$ cat src/rtl/hazard_ctrl.sv
// Pipeline sequencing controller: load-use stall, branch flush and multi-cycle
// data-memory freeze for the 5-stage core, with saturating stall/flush counters.
module hazard_ctrl #(
    parameter int unsigned REG_AW = 5,
    parameter int unsigned CNT_W  = 16
) (
    input  logic              clk,
    input  logic              rst_i,
    input  logic              start_i,
    input  logic [REG_AW-1:0] id_rs1_i,
    input  logic [REG_AW-1:0] id_rs2_i,
    input  logic              ex_memread_i,
    input  logic [REG_AW-1:0] ex_rd_i,
    input  logic              branch_taken_i,
    input  logic              mem_req_i,
    input  logic              mem_ack_i,
    output logic              pc_write_o,
    output logic              if_stall_o,
    output logic              if_flush_o,
    output logic              bubble_o,
    output logic              freeze_o,
    output logic [CNT_W-1:0]  stall_cnt_o,
    output logic [CNT_W-1:0]  flush_cnt_o
);

    typedef enum logic [1:0] {
        IDLE     = 2'd0,
        RUN      = 2'd1,
        MEM_WAIT = 2'd2
    } state_t;

    localparam logic [CNT_W-1:0] CNT_MAX = '1;

    state_t state;
    state_t state_nxt;
    logic   hazard;
    logic   active;
    logic   stall_evt;

    assign hazard = ex_memread_i && (ex_rd_i != '0) &&
                    ((ex_rd_i == id_rs1_i) || (ex_rd_i == id_rs2_i));

    always_ff @(posedge clk or negedge rst_i) begin
        if (!rst_i) begin
            state <= IDLE;
        end else begin
            state <= state_nxt;
        end
    end

    // Outputs act on the pipeline registers in the same cycle, so they are decoded here.
    always_comb begin
        state_nxt  = state;
        pc_write_o = 1'b0;
        if_stall_o = 1'b0;
        if_flush_o = 1'b0;
        bubble_o   = 1'b0;
        freeze_o   = 1'b0;
        unique case (state)
            IDLE: begin
                if (start_i) begin
                    state_nxt = RUN;
                end
            end
            RUN: begin
                if (mem_req_i && !mem_ack_i) begin
                    freeze_o   = 1'b1;
                    if_stall_o = 1'b1;
                    state_nxt  = MEM_WAIT;
                end else if (hazard) begin
                    // Hazard wins over a taken branch; ID is held so the branch re-resolves.
                    if_stall_o = 1'b1;
                    bubble_o   = 1'b1;
                end else if (branch_taken_i) begin
                    pc_write_o = 1'b1;
                    if_flush_o = 1'b1;
                end else begin
                    pc_write_o = 1'b1;
                end
                if (!start_i) begin
                    state_nxt = IDLE;
                end
            end
            MEM_WAIT: begin
                freeze_o   = 1'b1;
                if_stall_o = 1'b1;
                if (mem_ack_i) begin
                    state_nxt = RUN;
                end
                if (!start_i) begin
                    state_nxt = IDLE;
                end
            end
            default: begin
                state_nxt = IDLE;
            end
        endcase
    end

    assign active    = (state == RUN) || (state == MEM_WAIT);
    assign stall_evt = active && !pc_write_o;

    // Saturating performance counters, cleared only by reset.
    always_ff @(posedge clk or negedge rst_i) begin
        if (!rst_i) begin
            stall_cnt_o <= '0;
            flush_cnt_o <= '0;
        end else begin
            if (stall_evt && (stall_cnt_o != CNT_MAX)) begin
                stall_cnt_o <= stall_cnt_o + CNT_W'(1);
            end
            if (if_flush_o && (flush_cnt_o != CNT_MAX)) begin
                flush_cnt_o <= flush_cnt_o + CNT_W'(1);
            end
        end
    end

endmodule

$ cat config.mk
export PLATFORM = sky130hd
export DESIGN_NAME = hazard_ctrl
export DESIGN_NICKNAME = d
export VERILOG_FILES = /design/src/rtl/hazard_ctrl.sv
export SDC_FILE = /design/constraint.sdc
export NUM_CORES = 1
export LEC_CHECK = 0
export CAP_MARGIN = 20
export CELL_PAD_IN_SITES_DETAIL_PLACEMENT = 2
export CELL_PAD_IN_SITES_GLOBAL_PLACEMENT = 2
export CORE_MARGIN = 8
export CORE_UTILIZATION = 24
export CTS_CLUSTER_DIAMETER = 40
export DETAILED_ROUTE_END_ITERATION = 6
export PLACE_DENSITY = 0.66
export SYNTH_ARGS = -nofsm -noshare
export SYNTH_HDL_FRONTEND = slang
export SYNTH_SLANG_ARGS = --single-unit
$ cat constraint.sdc
create_clock -name clk -period 6.1 [get_ports clk]
set_clock_uncertainty 0.1 [all_clocks]
set_input_delay 1.525 -clock clk [delete_from_list [all_inputs] [get_ports clk]]
set_output_delay 1.525 -clock clk [all_outputs]
set_load 0.02 [all_outputs]
==> out/metrics.yaml, run 1 <==
run_status:
  outcome: "complete, no violations"
place:
  io_buffers: 58
  dpl.hpwl_microns: 4550
  gp_congestion: 0.758
clock_tree:
  clk_path_buf_depth: 2
  cts.root.buffer_cell: "clkbuf_8"
  clk_pin_slew_ps: 80
  cts_hold_buffers: 0
  cts_tree: "done"
  cts_resized: 0
  numCtsBuffers: 5
  htree_levels: 2
  clk_latency_ps: 280
  post_cts_buffers: 0
  cts.sinks: 34
synth:
  synth_top_area_share_pct: 42.7
  ys_seq_area_share_pct: 42.7
  synth-seq-cells: 34
  synth_cells: 200
  async_flop_share_pct: 100
  synth_cell_types: 41
  yosysTopAreaCell: "dfrtp_1"
  yosysWarnings: 0
  avgSynthCellArea_sq_um: 9.95
  synthFlopType: "dfrtp_1"
  syn-num-nets: 228
  synth.area.top_cells: "dfrtp_1 (43%), xnor2_1 (8.4%), xor2_1 (7.5%)"
  ys_top_cells_by_count: "dfrtp_1 (34), xnor2_1 (19), nand3_1 (17), xor2_1 (17)"
  synth_most_common_cell: "dfrtp_1"
  synth_edf_count: 0
  synth_area_sq_um: 1990
timing:
  max_freq_mhz: 183
  setup_viol: 0
  hold_viol: 0
  drv_slew: 0
  fin_crit_sh_pct: 89.4
  setup_tns_ps: 0
  min_period_ps: 5450
  tightest_slew_ps: 545
  max-slew-margin-rel_pct: 63.6
  rsz0062_at_grt: "no"
floorplan:
  core_sq_um: 8130
  die-area_sq_um: 11500
  die_w_microns: 107
  rows: 33
  io_pins: 59
  die_h_microns: 107
  initial_core_util_pct: 24.5
grt:
  grt_max_degree: 35
  antenna_found_initial: 0
  grt-ovfl-total: 0
  grt_pass1_wl_microns: 9870
  grt_use_total_pct: 10.7
  grt_pass1_vias: 1944
worst_setup_path:
  path_class: "in -> out"
  cp_slowest_cell: "clkdlybuf4s50_1"
  path_buf_inv: 3
  crit_path_cell_trace: "clkdlybuf4s50_1 > or4_1 > o21ai_2 > o21ai_2 > inv_2 > and2_1 > clkdlybuf4s50_1"
  crit_arrival_ps: 3830
  start_kind: "input port"
  max_stage_delay_ps: 620
  critPathMaxFanout: 10
  crit_family: "buffers and inverters"
  endpoint_kind: "output pin"
  required_ps: 4470
routing:
  num_vias: 1731
  routed_wl_microns: 5960
  drt_iter0_markers: 40
  routed_via_density: 4.69
  met3_length_microns: 303
  postRouteAntennaNets: 0
  met1_length_microns: 2680
  wl_per_cell_microns: 16.2
  route.top_layer_used: "met4"
  dr.pass1.iters: 4
  drc: 0
  met2WireLength_microns: 2930
run:
  maxCapViolations: 0
hold_path:
  hp-class: "reg -> reg"
finish:
  fin_nets: 291
  fill_cells: 893
  n_antenna_cell: 0
  syn_to_final_growth_pct: 40.6
  layout-drive-gt1-share_pct: 9.09
power_and_ir_drop:
  powerDensity_nw_per_um2: 312
  peakVddDrop_mv: 0.213
  power_w: 0.000872
  p_leak_nw: 1.13
[final timing paths]
kind | startpoint | cells past startpoint | slack, ps | endpoint
setup / recovery | ex_rd_i[1] | 7 | 650 | if_flush_o
hold / removal | stall_cnt_o[6] | 1 | 390 | stall_cnt_o[6]
setup reg to reg | stall_cnt_o[3] | 5 | 3780 | stall_cnt_o[1]
hold reg to reg | stall_cnt_o[6] | 1 | 390 | stall_cnt_o[6]
max in group asynchronous | rst_i | 2 | 4000 | stall_cnt_o[5]
min in group asynchronous | rst_i | 2 | 1570 | flush_cnt_o[8]
[cells in the final DEF, fill, tap and decap left out, types with 3 or more instances in the layout]
cell             count
and2_1               3
and3_1               8
clkbuf_8             5
clkdlybuf4s50_1     58
dfrtp_1             34
ha_1                 6
inv_1                5
mux2_2               4
nand2_1             14
nand2b_1             3
nand3_1             17
nand4_1              9
nor2_1              14
nor3_1              10
o21ai_0              3
xnor2_1             19
xor2_1              17
[routing by layer]
layer,track usage [%],vias to the layer above
li1,-,827
met1,13.1,862
met2,17.9,38
met3,2.94,4
met4,2.41,0
met5,0,-
[flip-flops by register name (all words and copies together), names as in the netlist]
register / flops
flush_cnt_o: 16
stall_cnt_o: 16
state: 2
[cell type report]
type                       count  area (sq um)  area share, %
sequential                    34           851           30.4
multi-input combinational    156          1090           39.0
inverter                       6          22.5          0.805
clock buffer                   7          76.3           2.73
timing repair buffer          60           596           21.3
tap                          105           131           4.69
clock inverter                 1          30.0           1.07
[where the power goes]
group | internal (W) | switching, W | total (W) | leakage (nW)
Combinational | 0.000164 | 0.000194 | 0.000357 | 0.637
Sequential | 0.000265 | 0.0000448 | 0.000309 | 0.445
Clock | 0.000122 | 0.0000831 | 0.000205 | 0.0524
Total | 0.000551 | 0.000322 | 0.000872 | 1.13
[per-stage QoR]
stage | hold slack [ps] | utilization (%) | instance area, sq um | instances | setup slack (ps)
2_1_floorplan | 460 | - | 1990 | 200 | 1680
3_3_place_gp | 380 | 33.1 | 2690 | 361 | 661
3_5_place_dp | 383 | 33.1 | 2690 | 361 | 623
6_report | 392 | 34.4 | 2800 | 369 | 645
4_1_cts | 400 | 34.4 | 2800 | 369 | 615
5_1_grt | 422 | 34.4 | 2800 | 369 | 545
[worst register-to-register path, cell delays in order, from the launching register on]
cell	delay [ps]
dfrtp_1	450
and4_1	280
nand3_1	130
or4_1	720
nand3b_2	200
mux2_2	340
[cells by family after synthesis]
family,synth area share [%]
mux,2.77
buf+inv,2.39
xor+xnor,15.8
fa+ha+maj,3.77
flops,42.7
simple gates,27.7
compound gates,4.78
Power figures use the tool's default switching activity.
==> run 2: changes to the inputs <==
--- a/config.mk
+++ b/config.mk
@@ -16,3 +16,4 @@
 export SYNTH_ARGS = -nofsm -noshare
 export SYNTH_HDL_FRONTEND = slang
 export SYNTH_SLANG_ARGS = --single-unit
+export TNS_END_PERCENT = 5
==> results of run 2 <==
Final layout, timing and power as in run 1 (identical DEF).
==> run 3: changes to the inputs <==
--- a/config.mk
+++ b/config.mk
@@ -10,9 +10,11 @@
 export CELL_PAD_IN_SITES_GLOBAL_PLACEMENT = 2
 export CORE_MARGIN = 8
 export CORE_UTILIZATION = 24
+export CTS_BUF_LIST = sky130_fd_sc_hd__clkbuf_4
 export CTS_CLUSTER_DIAMETER = 40
 export DETAILED_ROUTE_END_ITERATION = 6
 export PLACE_DENSITY = 0.66
+export SLEW_MARGIN = 20
 export SYNTH_ARGS = -nofsm -noshare
 export SYNTH_HDL_FRONTEND = slang
 export SYNTH_SLANG_ARGS = --single-unit
==> out/metrics.yaml, run 3 (same netlist as run 1, synthesis figures left out) <==
run_status:
  outcome: "complete, no violations"
clock_tree:
  post_cts_buffers: 0  # unchanged
  clk_latency_ps: 330  # +50 ps
  cts_hold_buffers: 0  # unchanged
  cts_resized: 0  # unchanged
  cts_tree: "done"
  numCtsBuffers: 5  # unchanged
  htree_levels: 2  # unchanged
  clk_pin_slew_ps: 120  # +40 ps
  clk_path_buf_depth: 2  # unchanged
  cts.sinks: 34  # unchanged
  cts.root.buffer_cell: "clkbuf_4"
timing:
  hold_viol: 0  # unchanged
  setup_tns_ps: 0  # unchanged
  drv_slew: 0  # unchanged
  max_freq_mhz: 184  # +0.30%
  fin_crit_sh_pct: 89.2  # -0.27 points
  min_period_ps: 5440  # -16.2 ps
  setup_viol: 0  # unchanged
  rsz0062_at_grt: "no"
  tightest_slew_ps: 530  # -14.5 ps
  max-slew-margin-rel_pct: 64.6  # +0.97 points
floorplan:
  die_h_microns: 107  # unchanged
  die-area_sq_um: 11500  # unchanged
  rows: 33  # unchanged
  io_pins: 59  # unchanged
  initial_core_util_pct: 24.5  # unchanged
  die_w_microns: 107  # unchanged
  core_sq_um: 8130  # unchanged
grt:
  grt_pass1_vias: 1932  # -0.62%
  grt_max_degree: 35  # unchanged
  grt_use_total_pct: 10.6  # -0.064 points
  grt_pass1_wl_microns: 9850  # -0.14%
  antenna_found_initial: 0  # unchanged
  grt-ovfl-total: 0  # unchanged
finish:
  layout-drive-gt1-share_pct: 9.85  # +0.76 points
  instances_no_fill: 369  # unchanged
  largestRegisters: "flush_cnt_o x16, stall_cnt_o x16, state x2"
  regArea_sq_um: 851  # unchanged
  fin_nets: 291  # unchanged
  final_cell_mix: "clkdlybuf4s50_1 (58), dfrtp_1 (34), xnor2_1 (19), xor2_1 (17), nand3_1 (17)"
  fill_cells: 897  # +0.45%
  multi_input_area_sq_um: 1090  # unchanged
  syn_to_final_growth_pct: 39.4
  n_antenna_cell: 0  # unchanged
  final_common_cell: "clkdlybuf4s50_1"
  fin_area_sq_um: 2780  # -0.85%
routing:
  num_vias: 1709  # -1.3%
  drt_iter0_markers: 59  # +48%
  dr.pass1.iters: 4  # unchanged
  routed_via_density: 4.63  # -1.3%
  wl_per_cell_microns: 16.1  # -0.37%
  drc: 0  # unchanged
  postRouteAntennaNets: 0  # unchanged
  routed_wl_microns: 5940  # -0.37%
hold_path:
  hp-class: "reg -> reg"
worst_setup_path:
  start_kind: "input port"
  cp_slowest_cell: "clkdlybuf4s50_1"
  path_buf_inv: 3  # unchanged
  crit_arrival_ps: 3810  # -20 ps
  critPathMaxFanout: 10  # unchanged
  crit_family: "buffers and inverters"
  endpoint_kind: "output pin"
  path_class: "in -> out"
  max_stage_delay_ps: 610  # about the same
  required_ps: 4470  # about the same
  crit_path_cell_trace: "clkdlybuf4s50_1 > or4_1 > o21ai_2 > o21ai_2 > inv_2 > and2_1 > clkdlybuf4s50_1"
power_and_ir_drop:
  powerDensity_nw_per_um2: 303  # -2.8%
  peakVddDrop_mv: 0.195  # -8.4%
  power_w: 0.000841  # -3.6%
  p_leak_nw: 1.13  # -0.54%
place:
  io_buffers: 58  # unchanged
  gp_congestion: 0.758  # unchanged
  dpl.hpwl_microns: 4550  # unchanged
  place_area_sq_um: 2690  # unchanged
  dp_cells: 361  # unchanged
run:
  maxCapViolations: 0  # unchanged
run 3: power by group:
group | switching, W | internal (W) | leakage, nW
clock network | 0.0000785 | 0.0000959 | 0.0463
registers | 0.0000454 | 0.000264 | 0.445
logic | 0.000193 | 0.000164 | 0.637
run 3: through the flow:
step	setup slack (ps)	util [%]	hold slack, ps
global placement	661	33.1	380
CTS	622	34.1	406
global route	543	34.1	429
detailed placement	623	33.1	383
floorplan	1680	-	460
finish	661	34.1	394
run 3: cell type report:
cell class / instances / share of cell area, %
multi-input cells: 156 / 39.4
well taps: 105 / 4.73
repair buffers: 60 / 21.5
inverters: 6 / 0.812
clock buffers: 7 / 1.89
clock inverters: 1 / 1.08
flip-flops and latches: 34 / 30.7
run 3: path summary, 6_finish.rpt:
kind / start / to / slack, ps / depth (start not counted)
max: ex_rd_i[1] / if_flush_o / 660 / 7
min: stall_cnt_o[6] / stall_cnt_o[6] / 390 / 1
max reg2reg: stall_cnt_o[3] / stall_cnt_o[1] / 3760 / 5
min reg2reg: stall_cnt_o[6] / stall_cnt_o[6] / 390 / 1
max in group asynchronous: rst_i / stall_cnt_o[5] / 4060 / 2
min in group asynchronous: rst_i / flush_cnt_o[8] / 1510 / 2
run 3: metal layers:
layer	vias to the layer above	routed length (microns)	part of all wire, %	GRT usage, %
met2	38	2890	49	17.7
met5	-	0	0	0
li1	827	-	-	-
met1	842	2730	46	13.3
met4	0	18	0.30	1.81
met3	2	295	5.0	2.94
